==> src/rtl/ps2_pkg.sv <==
// Shared PS/2 definitions: scan-code constants, frame FSM states and a parity helper.
package ps2_pkg;

  localparam logic [7:0] SC_EXT   = 8'hE0;
  localparam logic [7:0] SC_BREAK = 8'hF0;
  localparam logic [7:0] SC_LEFT  = 8'h6B;
  localparam logic [7:0] SC_RIGHT = 8'h74;
  localparam logic [7:0] SC_UP    = 8'h75;
  localparam logic [7:0] SC_DOWN  = 8'h72;
  localparam logic [7:0] SC_ENTER = 8'h5A;
  localparam logic [7:0] SC_SPACE = 8'h29;

  typedef enum logic [1:0] {
    ST_IDLE,
    ST_DATA,
    ST_PARITY,
    ST_STOP
  } frame_state_e;

  function automatic logic odd_parity_ok(input logic [7:0] data, input logic parity);
    return ^{data, parity};
  endfunction

endpackage

==> src/rtl/ps2_key_decoder_if.sv <==
// Bundle of the raw PS/2 lines and the decoded key outputs; slave is the decoder side.
interface ps2_key_decoder_if;
  logic       ps2_clk;
  logic       ps2_data;
  logic [7:0] key_data;
  logic       in_valid;
  logic       key_ext;
  logic       code_strobe;
  logic       frame_err;

  modport master (
    output ps2_clk, ps2_data,
    input  key_data, in_valid, key_ext, code_strobe, frame_err
  );

  modport slave (
    input  ps2_clk, ps2_data,
    output key_data, in_valid, key_ext, code_strobe, frame_err
  );
endinterface

==> src/rtl/ps2_frame_rx.sv <==
// PS/2 line conditioning and 11-bit frame receiver; byte_valid/frame_err are
// single-cycle strobes aligned with the stop-bit sample cycle.
module ps2_frame_rx
  import ps2_pkg::*;
#(
  parameter int FILTER_LEN  = 4,
  parameter int TIMEOUT_CYC = 50000
) (
  input  logic       clk,
  input  logic       rst,
  input  logic       ps2_clk,
  input  logic       ps2_data,
  output logic [7:0] rx_byte,
  output logic       byte_valid,
  output logic       frame_err
);

  localparam int FW = $clog2(FILTER_LEN + 1);
  localparam int TW = $clog2(TIMEOUT_CYC + 1);

  logic          clk_meta_q, clk_sync_q, data_meta_q, data_sync_q;
  logic          filt_q, filt_d;
  logic [FW-1:0] filt_cnt_q, filt_cnt_d;
  frame_state_e  state_q, state_d;
  logic [2:0]    bit_cnt_q, bit_cnt_d;
  logic [7:0]    shift_q, shift_d;
  logic          par_q, par_d;
  logic [TW-1:0] tmo_q, tmo_d;
  logic          edge_seen, fall;

  assign rx_byte = shift_q;

  always_comb begin
    filt_d     = filt_q;
    filt_cnt_d = filt_cnt_q;
    edge_seen  = 1'b0;
    // A new level is taken only after FILTER_LEN consecutive differing samples.
    if (clk_sync_q == filt_q) begin
      filt_cnt_d = '0;
    end else if (filt_cnt_q == FW'(FILTER_LEN - 1)) begin
      filt_d     = clk_sync_q;
      filt_cnt_d = '0;
      edge_seen  = 1'b1;
    end else begin
      filt_cnt_d = filt_cnt_q + FW'(1);
    end
    fall = edge_seen & filt_q;

    state_d    = state_q;
    bit_cnt_d  = bit_cnt_q;
    shift_d    = shift_q;
    par_d      = par_q;
    byte_valid = 1'b0;
    frame_err  = 1'b0;
    tmo_d      = (edge_seen || state_q == ST_IDLE) ? '0 : tmo_q + TW'(1);

    if (fall) begin
      case (state_q)
        ST_IDLE: begin
          if (!data_sync_q) begin
            state_d   = ST_DATA;
            bit_cnt_d = 3'd0;
          end
        end
        ST_DATA: begin
          shift_d   = {data_sync_q, shift_q[7:1]};
          bit_cnt_d = bit_cnt_q + 3'd1;
          if (bit_cnt_q == 3'd7) state_d = ST_PARITY;
        end
        ST_PARITY: begin
          par_d   = data_sync_q;
          state_d = ST_STOP;
        end
        ST_STOP: begin
          state_d = ST_IDLE;
          if (data_sync_q && odd_parity_ok(shift_q, par_q)) byte_valid = 1'b1;
          else                                               frame_err  = 1'b1;
        end
        default: state_d = ST_IDLE;
      endcase
    end else if (state_q != ST_IDLE && tmo_q == TW'(TIMEOUT_CYC - 1)) begin
      state_d   = ST_IDLE;
      frame_err = 1'b1;
      tmo_d     = '0;
    end
  end

  always_ff @(posedge clk or posedge rst) begin
    if (rst) begin
      clk_meta_q  <= 1'b1;
      clk_sync_q  <= 1'b1;
      data_meta_q <= 1'b1;
      data_sync_q <= 1'b1;
      filt_q      <= 1'b1;
      filt_cnt_q  <= '0;
      state_q     <= ST_IDLE;
      bit_cnt_q   <= 3'd0;
      shift_q     <= 8'h00;
      par_q       <= 1'b0;
      tmo_q       <= '0;
    end else begin
      clk_meta_q  <= ps2_clk;
      clk_sync_q  <= clk_meta_q;
      data_meta_q <= ps2_data;
      data_sync_q <= data_meta_q;
      filt_q      <= filt_d;
      filt_cnt_q  <= filt_cnt_d;
      state_q     <= state_d;
      bit_cnt_q   <= bit_cnt_d;
      shift_q     <= shift_d;
      par_q       <= par_d;
      tmo_q       <= tmo_d;
    end
  end

endmodule

==> src/rtl/ps2_key_decoder.sv <==
// PS/2 keyboard decoder: frame receiver plus E0/F0 scan layer holding the
// most recently pressed key until its matching break code arrives.
module ps2_key_decoder
  import ps2_pkg::*;
#(
  parameter int FILTER_LEN  = 4,
  parameter int TIMEOUT_CYC = 50000
) (
  input logic               clk,
  input logic               rst,
  ps2_key_decoder_if.slave  bus
);

  logic [7:0] rx_byte;
  logic       rx_valid, rx_err;

  logic [7:0] key_data_q, key_data_d;
  logic       in_valid_q, in_valid_d;
  logic       key_ext_q, key_ext_d;
  logic       strobe_q, strobe_d;
  logic       err_q, err_d;
  logic       ext_flag_q, ext_flag_d;
  logic       brk_flag_q, brk_flag_d;

  ps2_frame_rx #(
    .FILTER_LEN (FILTER_LEN),
    .TIMEOUT_CYC(TIMEOUT_CYC)
  ) u_frame_rx (
    .clk       (clk),
    .rst       (rst),
    .ps2_clk   (bus.ps2_clk),
    .ps2_data  (bus.ps2_data),
    .rx_byte   (rx_byte),
    .byte_valid(rx_valid),
    .frame_err (rx_err)
  );

  always_comb begin
    key_data_d = key_data_q;
    in_valid_d = in_valid_q;
    key_ext_d  = key_ext_q;
    strobe_d   = 1'b0;
    err_d      = 1'b0;
    ext_flag_d = ext_flag_q;
    brk_flag_d = brk_flag_q;
    // An error in the same cycle as a byte suppresses the byte.
    if (rx_err) begin
      err_d      = 1'b1;
      ext_flag_d = 1'b0;
      brk_flag_d = 1'b0;
    end else if (rx_valid) begin
      if (rx_byte == SC_EXT) begin
        ext_flag_d = 1'b1;
      end else if (rx_byte == SC_BREAK) begin
        brk_flag_d = 1'b1;
      end else begin
        strobe_d   = 1'b1;
        ext_flag_d = 1'b0;
        brk_flag_d = 1'b0;
        if (!brk_flag_q) begin
          key_data_d = rx_byte;
          key_ext_d  = ext_flag_q;
          in_valid_d = 1'b1;
        end else if (rx_byte == key_data_q && ext_flag_q == key_ext_q) begin
          in_valid_d = 1'b0;
        end
      end
    end
  end

  always_ff @(posedge clk or posedge rst) begin
    if (rst) begin
      key_data_q <= 8'h00;
      in_valid_q <= 1'b0;
      key_ext_q  <= 1'b0;
      strobe_q   <= 1'b0;
      err_q      <= 1'b0;
      ext_flag_q <= 1'b0;
      brk_flag_q <= 1'b0;
    end else begin
      key_data_q <= key_data_d;
      in_valid_q <= in_valid_d;
      key_ext_q  <= key_ext_d;
      strobe_q   <= strobe_d;
      err_q      <= err_d;
      ext_flag_q <= ext_flag_d;
      brk_flag_q <= brk_flag_d;
    end
  end

  assign bus.key_data    = key_data_q;
  assign bus.in_valid    = in_valid_q;
  assign bus.key_ext     = key_ext_q;
  assign bus.code_strobe = strobe_q;
  assign bus.frame_err   = err_q;

endmodule
==> src/flat_wrapper.sv <==
// flat-port wrapper written by rule: the top's interface ports become plain ports
module ps2_key_decoder_flat import ps2_pkg::*;
#(
  parameter int FILTER_LEN  = 4,
  parameter int TIMEOUT_CYC = 50000
)
  (clk, rst, bus_ps2_clk, bus_ps2_data, bus_key_data, bus_in_valid, bus_key_ext, bus_code_strobe, bus_frame_err);
  ps2_key_decoder_if bus_i ();
  input logic clk;
  input logic rst;
  input wire logic [$bits(bus_i.ps2_clk)-1:0] bus_ps2_clk;
  input wire logic [$bits(bus_i.ps2_data)-1:0] bus_ps2_data;
  output wire logic [$bits(bus_i.key_data)-1:0] bus_key_data;
  output wire logic [$bits(bus_i.in_valid)-1:0] bus_in_valid;
  output wire logic [$bits(bus_i.key_ext)-1:0] bus_key_ext;
  output wire logic [$bits(bus_i.code_strobe)-1:0] bus_code_strobe;
  output wire logic [$bits(bus_i.frame_err)-1:0] bus_frame_err;
  assign bus_i.ps2_clk = bus_ps2_clk;
  assign bus_i.ps2_data = bus_ps2_data;
  assign bus_key_data = bus_i.key_data;
  assign bus_in_valid = bus_i.in_valid;
  assign bus_key_ext = bus_i.key_ext;
  assign bus_code_strobe = bus_i.code_strobe;
  assign bus_frame_err = bus_i.frame_err;
  ps2_key_decoder #(.FILTER_LEN(FILTER_LEN), .TIMEOUT_CYC(TIMEOUT_CYC)) u_core (.clk(clk), .rst(rst), .bus(bus_i));
endmodule
==> config.mk <==
export PLATFORM = sky130hd
export DESIGN_NAME = ps2_key_decoder_flat
export DESIGN_NICKNAME = d
export VERILOG_FILES = /design/src/rtl/ps2_pkg.sv /design/src/rtl/ps2_key_decoder_if.sv /design/src/rtl/ps2_frame_rx.sv /design/src/rtl/ps2_key_decoder.sv /design/src/flat_wrapper.sv
export SDC_FILE = /design/constraint.sdc
export NUM_CORES = 1
export LEC_CHECK = 0
export CAP_MARGIN = 20
export CORE_MARGIN = 3
export CORE_UTILIZATION = 63
export DETAILED_ROUTE_END_ITERATION = 7
export GPL_TIMING_DRIVEN = 0
export PLACE_DENSITY = 0.84
export RECOVER_POWER = 25
export SLEW_MARGIN = 10
export SYNTH_ARGS = -nofsm -noshare
export SYNTH_HDL_FRONTEND = slang
export SYNTH_HIERARCHICAL = 1
export SYNTH_SLANG_ARGS = --single-unit
==> constraint.sdc <==
create_clock -name clk -period 7.5 [get_ports clk]
set_input_delay 1.5 -clock clk [delete_from_list [all_inputs] [get_ports clk]]
set_output_delay 1.5 -clock clk [all_outputs]
set_load 0.1 [all_outputs]
---- Yosys cells after proc, flatten, opt, wreduce, memory -nomap -nowiden ----
Index checks and enable logic that the tools add are counted.
operators by class
  add/sub/neg operators ................... 3
  multiply operators ...................... 0
  divide/modulo/power cells ............... 0
  magnitude comparators ................... 0
  eq/ne operators ......................... 17
  shift-type cells ........................ 0
  multiplexer cells ....................... 36
  bitwise gates (word level) .............. 6
  reduce and logical (&&, ||, !) cells .... 19
operator list
  kind                                                  count
  2-to-1 mux 16 bit                                     3
  2-to-1 mux 1 bit                                      24
  adder 16 x 1 -> 16 bit (second input constant)        1
  equality test 16 bit (second input constant)          1
  equality test 8 bit (second input constant)           2
  AND reduction 2 bit                                   5
  AND reduction 5 bit                                   2
  2-to-1 mux 3 bit                                      3
  parity 9 bit                                          1
  equality test 8 bit                                   1
  2-to-1 mux 2 bit                                      4
  one-hot mux 2 bit (4 select lines)                    1
  nonzero test 2 bit                                    4
  adder 3 x 1 -> 3 bit (second input constant)          2
  != test 3 bit (second input constant)                 2
  one-hot mux 3 bit (2 select lines)                    1
  AND reduction 3 bit                                   2
  inverter 1 bit                                        5
  equality test 2 bit (second input constant)           2
  != test 2 bit (second input constant)                 2
  equality test 3 x 2 -> 1 bit (second input constant)  1
  equality test 3 bit (second input constant)           1
  logical AND 1 bit                                     3
  != test 3 x 1 -> 1 bit (second input constant)        1
  6 further kinds                                       7
storage, ports and cells
  register bits after elaboration ......... 52
  latch bits .............................. 0
  RAM bits ................................ 0
  memory bits (read-only) ................. 0
  input bits .............................. 4
  output and inout port bits .............. 12
  word-level logic and storage cells ...... 99
  memories kept ........................... 0

---- Longest topological paths before layout ----
Gate-level depths: netlist of run 1.
  word-level depth ........................ 7
  depth in mapped cells ................... 11
  gate-level depth less buffers ........... 9

---- Modules after synthesis ----
Netlist of run 1, hierarchy kept.
by module, submodules not included
  module           times used  cells an instance  area each (µm²)  sequential area each (µm²)
  ps2_frame_rx     1           170                1894.3           957.2
  ps2_key_decoder  1           51                 689.4            350.3

---- Worst setup path after synthesis of run 1 ----
OpenSTA, ideal clock, no wires.
  path kind ............................... flip-flop to flip-flop
  start ................................... register u_core.u_frame_rx.tmo_q[13]
  end ..................................... register u_core.key_data_q[2], in the netlist u_core/bus.key_data[2]
  setup time .............................. 126 ps
  data arrival time ....................... 2494 ps
  required time ........................... 7374 ps
  slack ................................... 4880 ps
  cell stages (with the launch flop) ...... 10
  buffers on the path ..................... 1
  period minus slack after synthesis ...... 2620 ps
  cell sequence ........................... dfrtp_1 -> or4_1 -> or4_4 -> o22a_2 -> o21ai_0 -> nand2b_1 -> a21oi_2 -> nand2b_1 -> buf_6 -> mux2_4
on the way
  cells in the longest elaborated chain, start to end .. 6
ends and longest elaborated chain
  item                                  line                   text
  start: declaration                    ps2_frame_rx.sv:28     logic [TW-1:0] tmo_q, tmo_d;
  start signal: assignment              ps2_frame_rx.sv:112    tmo_q <= tmo_d;
  equality test 16 bit                  ps2_frame_rx.sv:81     end else if (state_q != ST_IDLE && tmo_q == TW'(TIMEOUT_CYC - 1)) begin
  logical AND 1 bit                     ps2_frame_rx.sv:81
  2-to-1 mux 1 bit                      ps2_frame_rx.sv:81
  2-to-1 mux 1 bit                      ps2_frame_rx.sv:57     if (fall) begin
  inverter 1 bit (no source line)       --
  AND reduction 5 bit (no source line)  --
  end signal: assignment                ps2_key_decoder.sv:81  key_data_q <= key_data_d;
  end: declaration                      ps2_key_decoder.sv:17  logic [7:0] key_data_q, key_data_d;
No other way between the ends.
A chain may end at the register's enable or synchronous reset.

---- Worst setup path after layout of run 1 ----
  start ................................... register u_core.key_data_q[7], in the netlist u_core/bus.key_data[7]
  end ..................................... output bus_key_data[7]
RTL lines
  item              line                text
  end: declaration  flat_wrapper.sv:13  output wire logic [$bits(bus_i.key_data)-1:0] bus_key_data;
No word-level cell between the ends.

==> flow_metrics.tcl, run 1 <==
set metrics [dict create \
    yosysWarningCount 6 \
    core_region_area_um2 3799 \
    drtAntennaViolNets 0 \
    drt-initial-drc-count 75 \
    fraction_of_registers_with_async_set_reset_pct 100.0 \
    pwr_density_cell_nw_per_um2 211.8 \
    max_stage_delay_ps 1150 \
    timing.final.max_slew_violations 0 \
    maxSlewHeadroom_pct 35.49 \
    netlist_top_cells_count "dfrtp_1 (47), xnor2_1 (24), nor2_1 (16)" \
    critical_path.n_buffers_inverters 1 \
    period_needed_ps 3356 \
    cap_violations 0 \
    routed_via_density 5.640 \
    post_detailed_routing_wire_length_um 4419 \
    cts-resized-gates 0 \
    die-width_um 70.04 \
    crit_family "buffers and inverters" \
    clock_latency_at_the_later_pin_of_the_worst_skew_pair_ps 300 \
    groute.usage.overall_pct 19.76 \
    fillCellCount 257 \
    critPathCaptureType "primary output" \
    ir_worst_vdd_mv 0.1931 \
    post_synth_num_cell_types 46 \
    placement.io_buffers 15 \
    worst_setup_path_start_kind "flop" \
    synth_area_leader_cell "dfrtp_1" \
    r2r_slack_ps 4510 \
    maxClockFrequency_ghz 0.2980 \
    cts.repair_timing.setup_buffer_count 0 \
    synth_seq_area_share_pct 50.61 \
    critical_path_peak_fanout 3 \
    dpl.hpwl_um 3080 \
    route.detailed.drc 0 \
    vias_in_the_first_global_route 1657 \
    post_dp_cell_area_um2 2794 \
    worstPathCellList "clkdlybuf4s50_1" \
    finalHoldViolations 0 \
    io_pins 16 \
    ys_ff_latch 52 \
    synth_area_um2 2584 \
    rsz0062_at_grt "false" \
    final_layout_size_suffix_gt1_share_pct 17.62 \
    layout.core_utilization_pct 76.75 \
    ys_dominant_reg_cell "dfrtp_1" \
    reg2reg_depth 9 \
    post_synth_inst_count 221 \
    tritoncts "built" \
    clkTransAtPathRegs_ps 90 \
    clock_tree.htree_level_count 2 \
    worst-path-stages 1 \
    floorplan.rows 22 \
    area_delta_synth_final_pct 12.83 \
    cp.required_ps 6000 \
    synth_enable_flop_cells 0 \
    fp.dieArea_um2 4906 \
    route.vias.total 1647 \
    gp_congestion 0.8000 \
    hold_buffers 0 \
    final_min_period_over_clock_period_pct 44.75 \
    hp-class "reg2reg" \
    die_y_um 70.04 \
    post_synth_main_area_contributors "dfrtp_1 (46%), xnor2_1 (8.1%), mux2_4 (5.2%)" \
    worstMarginPinSlew_ps 964.7 \
    outcome "finished, final reports clean" \
    max_root_sink_buffers 2 \
    report.final.setup_viol 0 \
    initial_antenna_violation_count 0 \
    synth.most_common_cell "dfrtp_1" \
    sink_count 52 \
    critPathKind "reg2out" \
    cts_inserted_buffers 5 \
    p_leak_nw 1.283 \
    antenna_diodes 0 \
    nets 255 \
    synth_top_area_share_pct 45.52 \
    grt_start_max_net_pins 39 \
    cp.arrival_ps 1860 \
    min_delay_path_depth 0 \
    fin_skew_ps 11.73 \
    ctsRootBufferMaster "clkbuf_8" \
    fin_setup_tns_ps 0 \
    grt-ovfl-total 0 \
    stdcell_area_um2 2915 \
    synthesis.nets 233 \
    detailed_route_wire_length_per_cell_um 15.13 \
    synth.avg_cell_area_um2 11.69 \
    crit_path_top_delay_cell "clkdlybuf4s50_1" \
    initial_utilization_pct 68.02 \
    firstDrtPassIters 4 \
    grt_pass1_wl_um 7659 \
]
==> registers in the layout (all words and copies together) (netlist names), 2 cells and up <==
register and count:
u_core/u_frame_rx/rx_byte 8, u_core/u_frame_rx/state_q 2, u_core/u_frame_rx/bit_cnt_q 3, u_core/u_frame_rx/tmo_q 16
u_core/u_frame_rx/filt_cnt_q 3, u_core/bus.key_data 8
==> per-layer routing <==
metal	up-vias	share of wire, %	GRT usage [%]
li1	818	-	-
met1	784	45	25.57
met2	39	50	32.42
met3	6	3.9	4.604
met4	0	0.97	7.234
met5	-	0	0
==> final cells by class <==
type / instances / area, um^2 / area share (%)
Buffer: 5 / 28.78 / 0.9871
Clock buffer: 7 / 96.34 / 3.305
Clock inverter: 1 / 30.03 / 1.030
Inverter: 10 / 37.54 / 1.288
Multi-Input combinational cell: 154 / 1205 / 41.33
Sequential cell: 52 / 1308 / 44.85
Tap cell: 48 / 60.06 / 2.060
Timing Repair Buffer: 15 / 150.1 / 5.150
==> power breakdown <==
| group | internal (mW) | switching [mW] |
|---|---|---|
| logic | 0.0380 | 0.0588 |
| registers | 0.299 | 0.0178 |
| clock network | 0.118 | 0.0863 |
| total | 0.455 | 0.163 |
==> kinds of logic (layout without fill, tap and decap cells) <==
group | count (synthesis) | in the layout | synth area share [%]
AOI/OAI and AO/OA | 25 | 25 | 6.441
adders and majority gates | 8 | 8 | 3.874
buffers and inverters | 15 | 38 | 2.615
DFF | 52 | 52 | 50.61
and+or+nand+nor | 71 | 71 | 15.74
muxes | 20 | 20 | 10.02
xor gates and xnor gates | 30 | 30 | 10.70
==> per-stage QoR <==
step | std cells | hold WS [ps] | total power [mW] | worst slack (ps)
after global placement | 284 | 346.5 | 0.4151 | 4342
final | 292 | 358.6 | 0.6175 | 4144
after CTS | 292 | 360.4 | 0.6267 | 4126
after floorplan | 221 | 345.2 | 0.3938 | 4880
after detailed placement | 284 | 347.9 | 0.4191 | 4467
after global routing | 292 | 362.9 | 0.6514 | 4080
==> placed cells by master, fill, tap and decap left out, types with 3 or more instances in the layout <==
| cell | n |
|---|---|
| nand4_1 | 4 |
| or4_1 | 3 |
| nor3_1 | 4 |
| a211oi_1 | 3 |
| dfrtp_1 | 47 |
| a21oi_1 | 7 |
| nor2_1 | 16 |
| nand2_1 | 12 |
| nor4_1 | 3 |
| xor2_1 | 5 |
| dfstp_2 | 4 |
| xnor2_1 | 24 |
| o21ai_0 | 5 |
| clkdlybuf4s50_1 | 12 |
| inv_1 | 9 |
| ha_1 | 8 |
| nor2b_1 | 3 |
| mux2_2 | 11 |
| mux2_4 | 9 |
| nand2b_1 | 3 |
| dlygate4sd3_1 | 3 |
| nand3_1 | 6 |
| clkbuf_8 | 7 |
==> worst paths after layout <==
check                                                            to                                    from
setup / recovery                                    bus_key_data[7]      u_core/bus.key_data[7]$_DFFE_PP0P_
hold / removal               u_core/u_frame_rx/clk_sync_q$_DFF_PP1_  u_core/u_frame_rx/clk_meta_q$_DFF_PP1_
setup reg to reg                 u_core/bus.key_data[3]$_DFFE_PP0P_   u_core/u_frame_rx/tmo_q[13]$_DFF_PP0_
hold reg to reg              u_core/u_frame_rx/clk_sync_q$_DFF_PP1_  u_core/u_frame_rx/clk_meta_q$_DFF_PP1_
max in group asynchronous  u_core/u_frame_rx/rx_byte[6]$_DFFE_PP0P_                                     rst
min in group asynchronous            u_core/bus.key_ext$_DFFE_PP0P_                                     rst
No activity file was read; power rests on OpenSTA's default activity.
==> run 2: changes to the inputs <==
Settings changed: CORE_UTILIZATION 63 to 59, PLACE_DENSITY 0.84 to 0.79.
Clock period 7.5 ns to 3.37 ns, I/O delays scaled along.
==> run 2 against run 1 <==
Clock power grew 76%. Critical endpoint is now u_core/bus.key_data[0]$_DFFE_PP0P_. First-iteration DRC count shrank 39%. Worst hold slack lost 0.50 ps. Sequential share of layout area grew 0.47 points. Critical path type is now reg2reg. Worst setup slack lost 3600 ps. Sequential power grew 120%. Cell count grew 0.68%. Wire length shrank 0.77%.
==> flow_metrics.tcl, run 2 (synthesis results as in run 1) <==
set metrics [dict create \
    worst_setup_path_start_kind "flop" \
    io_pins 16 \
    area_delta_synth_final_pct 11.67 \
    clockPowerShare_pct 28.3 \
    cellInternalPower_uw 916.4 \
    largest_reg_flops 16 \
    tritoncts "built" \
    switching_share_of_power_pct 27.95 \
    register_share_of_total_power_pct 55.3 \
    wl_met2_um 2045 \
    maxClockFrequency_ghz 0.3519 \
    fp.dieArea_um2 5209 \
    cts.repair_timing.setup_buffer_count 0 \
    drtAntennaViolNets 0 \
    combinationalPowerShare_pct 16.4 \
    fin_setup_tns_ps 0 \
    routedLengthMet1_um 2157 \
    grt_pass1_wl_um 7707 \
    floorplan.rows 23 \
    rsz0062_at_grt "false" \
    pwr_density_cell_nw_per_um2 440.8 \
    initial_utilization_pct 62.79 \
    core_region_area_um2 4115 \
    nets 255 \
    die-width_um 72.18 \
    grt-ovfl-total 0 \
    critical_path_peak_fanout 10 \
    firstDrtPassIters 4 \
    r2r_slack_ps 530 \
    finalHoldViolations 0 \
    groute.usage.overall_pct 19.14 \
    final_layout_size_suffix_gt1_share_pct 16.80 \
    max_flop_register "u_core/u_frame_rx/tmo_q" \
    cp.arrival_ps 3030 \
    cts_inserted_buffers 5 \
    ir_worst_vdd_mv 0.2524 \
    placement.io_buffers 15 \
    dpl.hpwl_um 3037 \
    mostFrequentLayoutCells "dfrtp_1 (47), xnor2_1 (24), nor2_1 (16)" \
    period_needed_ps 2842 \
    ctsRootBufferMaster "clkbuf_8" \
    cts-resized-gates 0 \
    post_dp_cell_area_um2 2796 \
    die_y_um 72.18 \
    routed-wl-met3_um 118 \
    hp-class "reg2reg" \
    worstMarginPinSlew_ps 1375 \
    vias_in_the_first_global_route 1702 \
    drt-initial-drc-count 46 \
    layout.cells.most_common "dfrtp_1" \
    post_detailed_routing_wire_length_um 4385 \
    p_leak_nw 1.266 \
    clock_tree.htree_level_count 2 \
    fin_skew_ps 9.047 \
    max_root_sink_buffers 2 \
    route.detailed.drc 0 \
    timing.final.max_slew_violations 0 \
    report.final.setup_viol 0 \
    sink_count 52 \
    outcome "finished, final reports clean" \
    routed.top_layer "met4" \
    gp_congestion 0.8293 \
    grt_start_max_net_pins 39 \
    routed_via_density 5.684 \
    stdcell_area_um2 2885 \
    net_load_switching_power_uw 355.5 \
    clock_latency_at_the_later_pin_of_the_worst_skew_pair_ps 310 \
    hold_buffers 0 \
    route.vias.total 1671 \
    min_delay_path_depth 0 \
    cap_violations 0 \
    detailed_route_wire_length_per_cell_um 14.91 \
    initial_antenna_violation_count 0 \
    cp.required_ps 3560 \
    reg2reg_depth 9 \
    clkTransAtPathRegs_ps 80 \
    critPathCaptureType "flop" \
    final_min_period_over_clock_period_pct 84.33 \
    maxSlewHeadroom_pct 8.210 \
    antenna_diodes 0 \
    critPathKind "reg2reg" \
]
-- run 2: worst paths after layout --
check                                                             from                                      to
worst max-delay path             u_core/u_frame_rx/tmo_q[13]$_DFF_PP0_      u_core/bus.key_data[0]$_DFFE_PP0P_
worst min-delay path            u_core/u_frame_rx/clk_meta_q$_DFF_PP1_  u_core/u_frame_rx/clk_sync_q$_DFF_PP1_
worst max register to register   u_core/u_frame_rx/tmo_q[13]$_DFF_PP0_      u_core/bus.key_data[0]$_DFFE_PP0P_
worst min register to register  u_core/u_frame_rx/clk_meta_q$_DFF_PP1_  u_core/u_frame_rx/clk_sync_q$_DFF_PP1_
max in group asynchronous                                          rst    u_core/u_frame_rx/tmo_q[9]$_DFF_PP0_
min in group asynchronous                                          rst          u_core/bus.frame_err$_DFF_PP0_
-- run 2: cell type report --
cell class / instances / area, um^2
fillers: 324 / 1230
well taps: 50 / 62.56
clock buffers: 8 / 90.09
plain buffers: 5 / 28.78
multi-input cells: 154 / 1209
inverters: 10 / 37.54
flip-flops and latches: 52 / 1308
repair buffers: 15 / 150.1
-- run 2: layer usage --
| layer | vias to the layer above | GRT usage [%] |
|---|---|---|
| met5 | - | 0 |
| met4 | 0 | 7.724 |
| met3 | 5 | 5.125 |
| met2 | 18 | 29.42 |
| met1 | 826 | 25.85 |
| li1 | 822 | - |
-- run 2: through the flow --
step / instances / power [mW] / worst slack (ps) / hold WS (ps) / utilization [%]
after global placement: 286 / 0.9240 / 578.5 / 346.9 / 67.95
after global routing: 294 / 1.343 / 406.1 / 363.1 / 70.11
after floorplan: 221 / 0.8764 / 750.2 / 345.2 / -
after CTS: 294 / 1.296 / 521.2 / 360.9 / 70.14
final: 294 / 1.272 / 527.9 / 358.1 / 70.11
after detailed placement: 286 / 0.9309 / 538.0 / 348.2 / 67.95
-- run 2: power by group through the flow --
stage	Combinational, mW	Clock, mW	Sequential, mW
2_1_floorplan	0.169	0	0.708
3_3_place_gp	0.207	0	0.717
3_5_place_dp	0.213	0	0.718
4_1_cts	0.214	0.376	0.706
5_1_grt	0.241	0.392	0.710
6_report	0.209	0.359	0.703
-- run 2: worst max-delay path, stage by stage, from the launching register on --
cell	delay, ps
dfrtp_1	420
or4_1	530
or4_4	530
o22a_2	250
o21ai_0	170
nand2b_1	190
a21oi_2	50
nand2b_1	100
buf_6	170
mux2_4	310
==> run 3: changes to the inputs <==
Clock period 3.37 ns to 2.79 ns, I/O delays scaled along.
==> run 3 against run 2 <==
Maximum frequency increased by 5.9%. First-iteration DRC count grew 50%. Worst setup slack worse by 420 ps. Worst hold slack about the same. Power increased by 21%. Sequential power increased by 21%. Via count is 2.0% higher. Clock skew hardly changed. Sequential cell count unchanged. Count of clock-buffer cells in the layout did not move. Critical path type unchanged. Critical endpoint unchanged.
==> flow_metrics.tcl, run 3 (synthesis results as in run 1) <==
set metrics [dict create \
    die-width_um 72.18 \
    global_route.usage.met1_pct 25.94 \
    finalHoldViolations 0 \
    critical_path.n_buffers_inverters 1 \
    floorplan.rows 23 \
    critPathKind "reg2reg" \
    final_min_period_over_clock_period_pct 96.17 \
    ctsRootBufferMaster "clkbuf_8" \
    dpl.hpwl_um 3037 \
    route.vias.total 1705 \
    io_pins 16 \
    routed_via_density 5.741 \
    cp.arrival_ps 2870 \
    fin_skew_ps 8.935 \
    final_layout_size_suffix_gt1_share_pct 19.43 \
    clock_tree.htree_level_count 2 \
    gp_congestion 0.8293 \
    ir_worst_vdd_mv 0.3048 \
    tritoncts "built" \
    hp-class "reg2reg" \
    initial_antenna_violation_count 0 \
    initial_utilization_pct 62.79 \
    cap_violations 0 \
    worstPathCellList "or4_1 -> or4_4 -> o22a_2 -> o21ai_2 -> nand2b_4 -> a21oi_2 -> nand2b_1 -> buf_6 -> mux2_4" \
    report.final.setup_viol 0 \
    post_detailed_routing_wire_length_um 4516 \
    crit_family "simple AND/OR/NAND/NOR gates" \
    sink_count 52 \
    largest_reg_flops 16 \
    pwr_density_cell_nw_per_um2 527.1 \
    route.detailed.drc 0 \
    r2r_slack_ps 110 \
    p_leak_nw 1.293 \
    max_flop_register "u_core/u_frame_rx/tmo_q" \
    rsz0062_at_grt "false" \
    layout.core_utilization_pct 71.09 \
    core_region_area_um2 4115 \
    fp.dieArea_um2 5209 \
    period_needed_ps 2683 \
    drtAntennaViolNets 0 \
    busiest_layer "met2" \
    clkTransAtPathRegs_ps 80 \
    crit_path_start "u_core/u_frame_rx/tmo_q[13]$_DFF_PP0_" \
    worst_setup_path_start_kind "flop" \
    clock_latency_at_the_later_pin_of_the_worst_skew_pair_ps 310 \
    cp.required_ps 2980 \
    crit-reg2reg-launch "u_core/u_frame_rx/tmo_q[13]$_DFF_PP0_" \
    worstMarginPinSlew_ps 1386 \
    outcome "finished, final reports clean" \
    reg2reg_depth 9 \
    firstDrtPassIters 4 \
    vias_in_the_first_global_route 1703 \
    max_stage_delay_ps 520 \
    timing.final.max_slew_violations 0 \
    drt-initial-drc-count 69 \
    maxClockFrequency_ghz 0.3727 \
    power.total_mw 1.542 \
    placement.io_buffers 15 \
    antenna_diodes 0 \
    grt_pass1_wl_um 7721 \
    groute.usage.overall_pct 19.16 \
    maxSlewHeadroom_pct 7.502 \
    die_y_um 72.18 \
    worst-path-stages 9 \
    min_delay_path_depth 0 \
    cts_inserted_buffers 5 \
    critPathCaptureType "flop" \
    grt-ovfl-total 0 \
    hold_buffers 0 \
    fraction_of_met3_tracks_used_by_global_routing_pct 5.125 \
    area_delta_synth_final_pct 13.22 \
    crit_path_top_delay_cell "or4_1" \
    max_root_sink_buffers 2 \
    detailed_route_wire_length_per_cell_um 15.21 \
    grt_start_max_net_pins 39 \
    nets 258 \
    groute.layer.met2.usage_pct 29.42 \
    mostFrequentLayoutCells "dfrtp_1 (47), xnor2_1 (24), nor2_1 (16)" \
    critical_path_peak_fanout 5 \
    critical_hold_path_startpoint "u_core/u_frame_rx/clk_meta_q$_DFF_PP1_" \
    layout.cells.most_common "dfrtp_1" \
]
run 3: stage by stage:
step           cells  area, um^2  TNS (ps)  hold slack [ps]  setup WS [ps]
3_5_place_dp     286        2796    -301.9            348.2         -42.01
3_3_place_gp     286        2796    -3.721            346.9         -1.540
5_1_grt          297        2925         0            363.1          37.76
2_1_floorplan    221        2584         0            345.2          170.2
4_1_cts          294        2890         0            360.9          45.41
6_report         297        2925         0            358.1          106.9
run 3: path summary, 6_finish.rpt:
| path | end |
|---|---|
| max in group asynchronous | u_core/u_frame_rx/tmo_q[9]$_DFF_PP0_ |
| min in group asynchronous | u_core/bus.frame_err$_DFF_PP0_ |
| worst max-delay path | u_core/bus.key_data[0]$_DFFE_PP0P_ |
| worst max register to register | u_core/bus.key_data[0]$_DFFE_PP0P_ |
| worst min register to register | u_core/u_frame_rx/clk_sync_q$_DFF_PP1_ |
| worst min-delay path | u_core/u_frame_rx/clk_sync_q$_DFF_PP1_ |
run 3: layout make-up:
| type | instances | area, um^2 |
|---|---|---|
| well taps | 50 | 62.56 |
| fillers | 315 | 1190 |
| clock buffers | 8 | 90.09 |
| multi-input cells | 154 | 1220 |
| plain buffers | 5 | 31.28 |
| inverters | 10 | 37.54 |
| repair buffers | 18 | 176.4 |
| flip-flops and latches | 52 | 1308 |
run 3: power by group:
group	switching, mW	internal [mW]	leakage, nW
registers	0.0464	0.804	0.705
logic	0.154	0.103	0.542
clock network	0.233	0.203	0.0455
total	0.432	1.11	1.29
run 3: routing by layer:
metal	vias to the layer above	share of wire (%)
li1	826	-
met1	843	48
met2	31	47
met3	5	3.7
met4	0	1.4
met5	-	0
run 3: repair_timing:
action / in CTS / in global routing
buffers inserted: 0 / 2
pin swaps: 0 / 1
cloned: 0 / 1
setup endpoints to repair: 9 / 9
gates resized for setup: 2 / 6
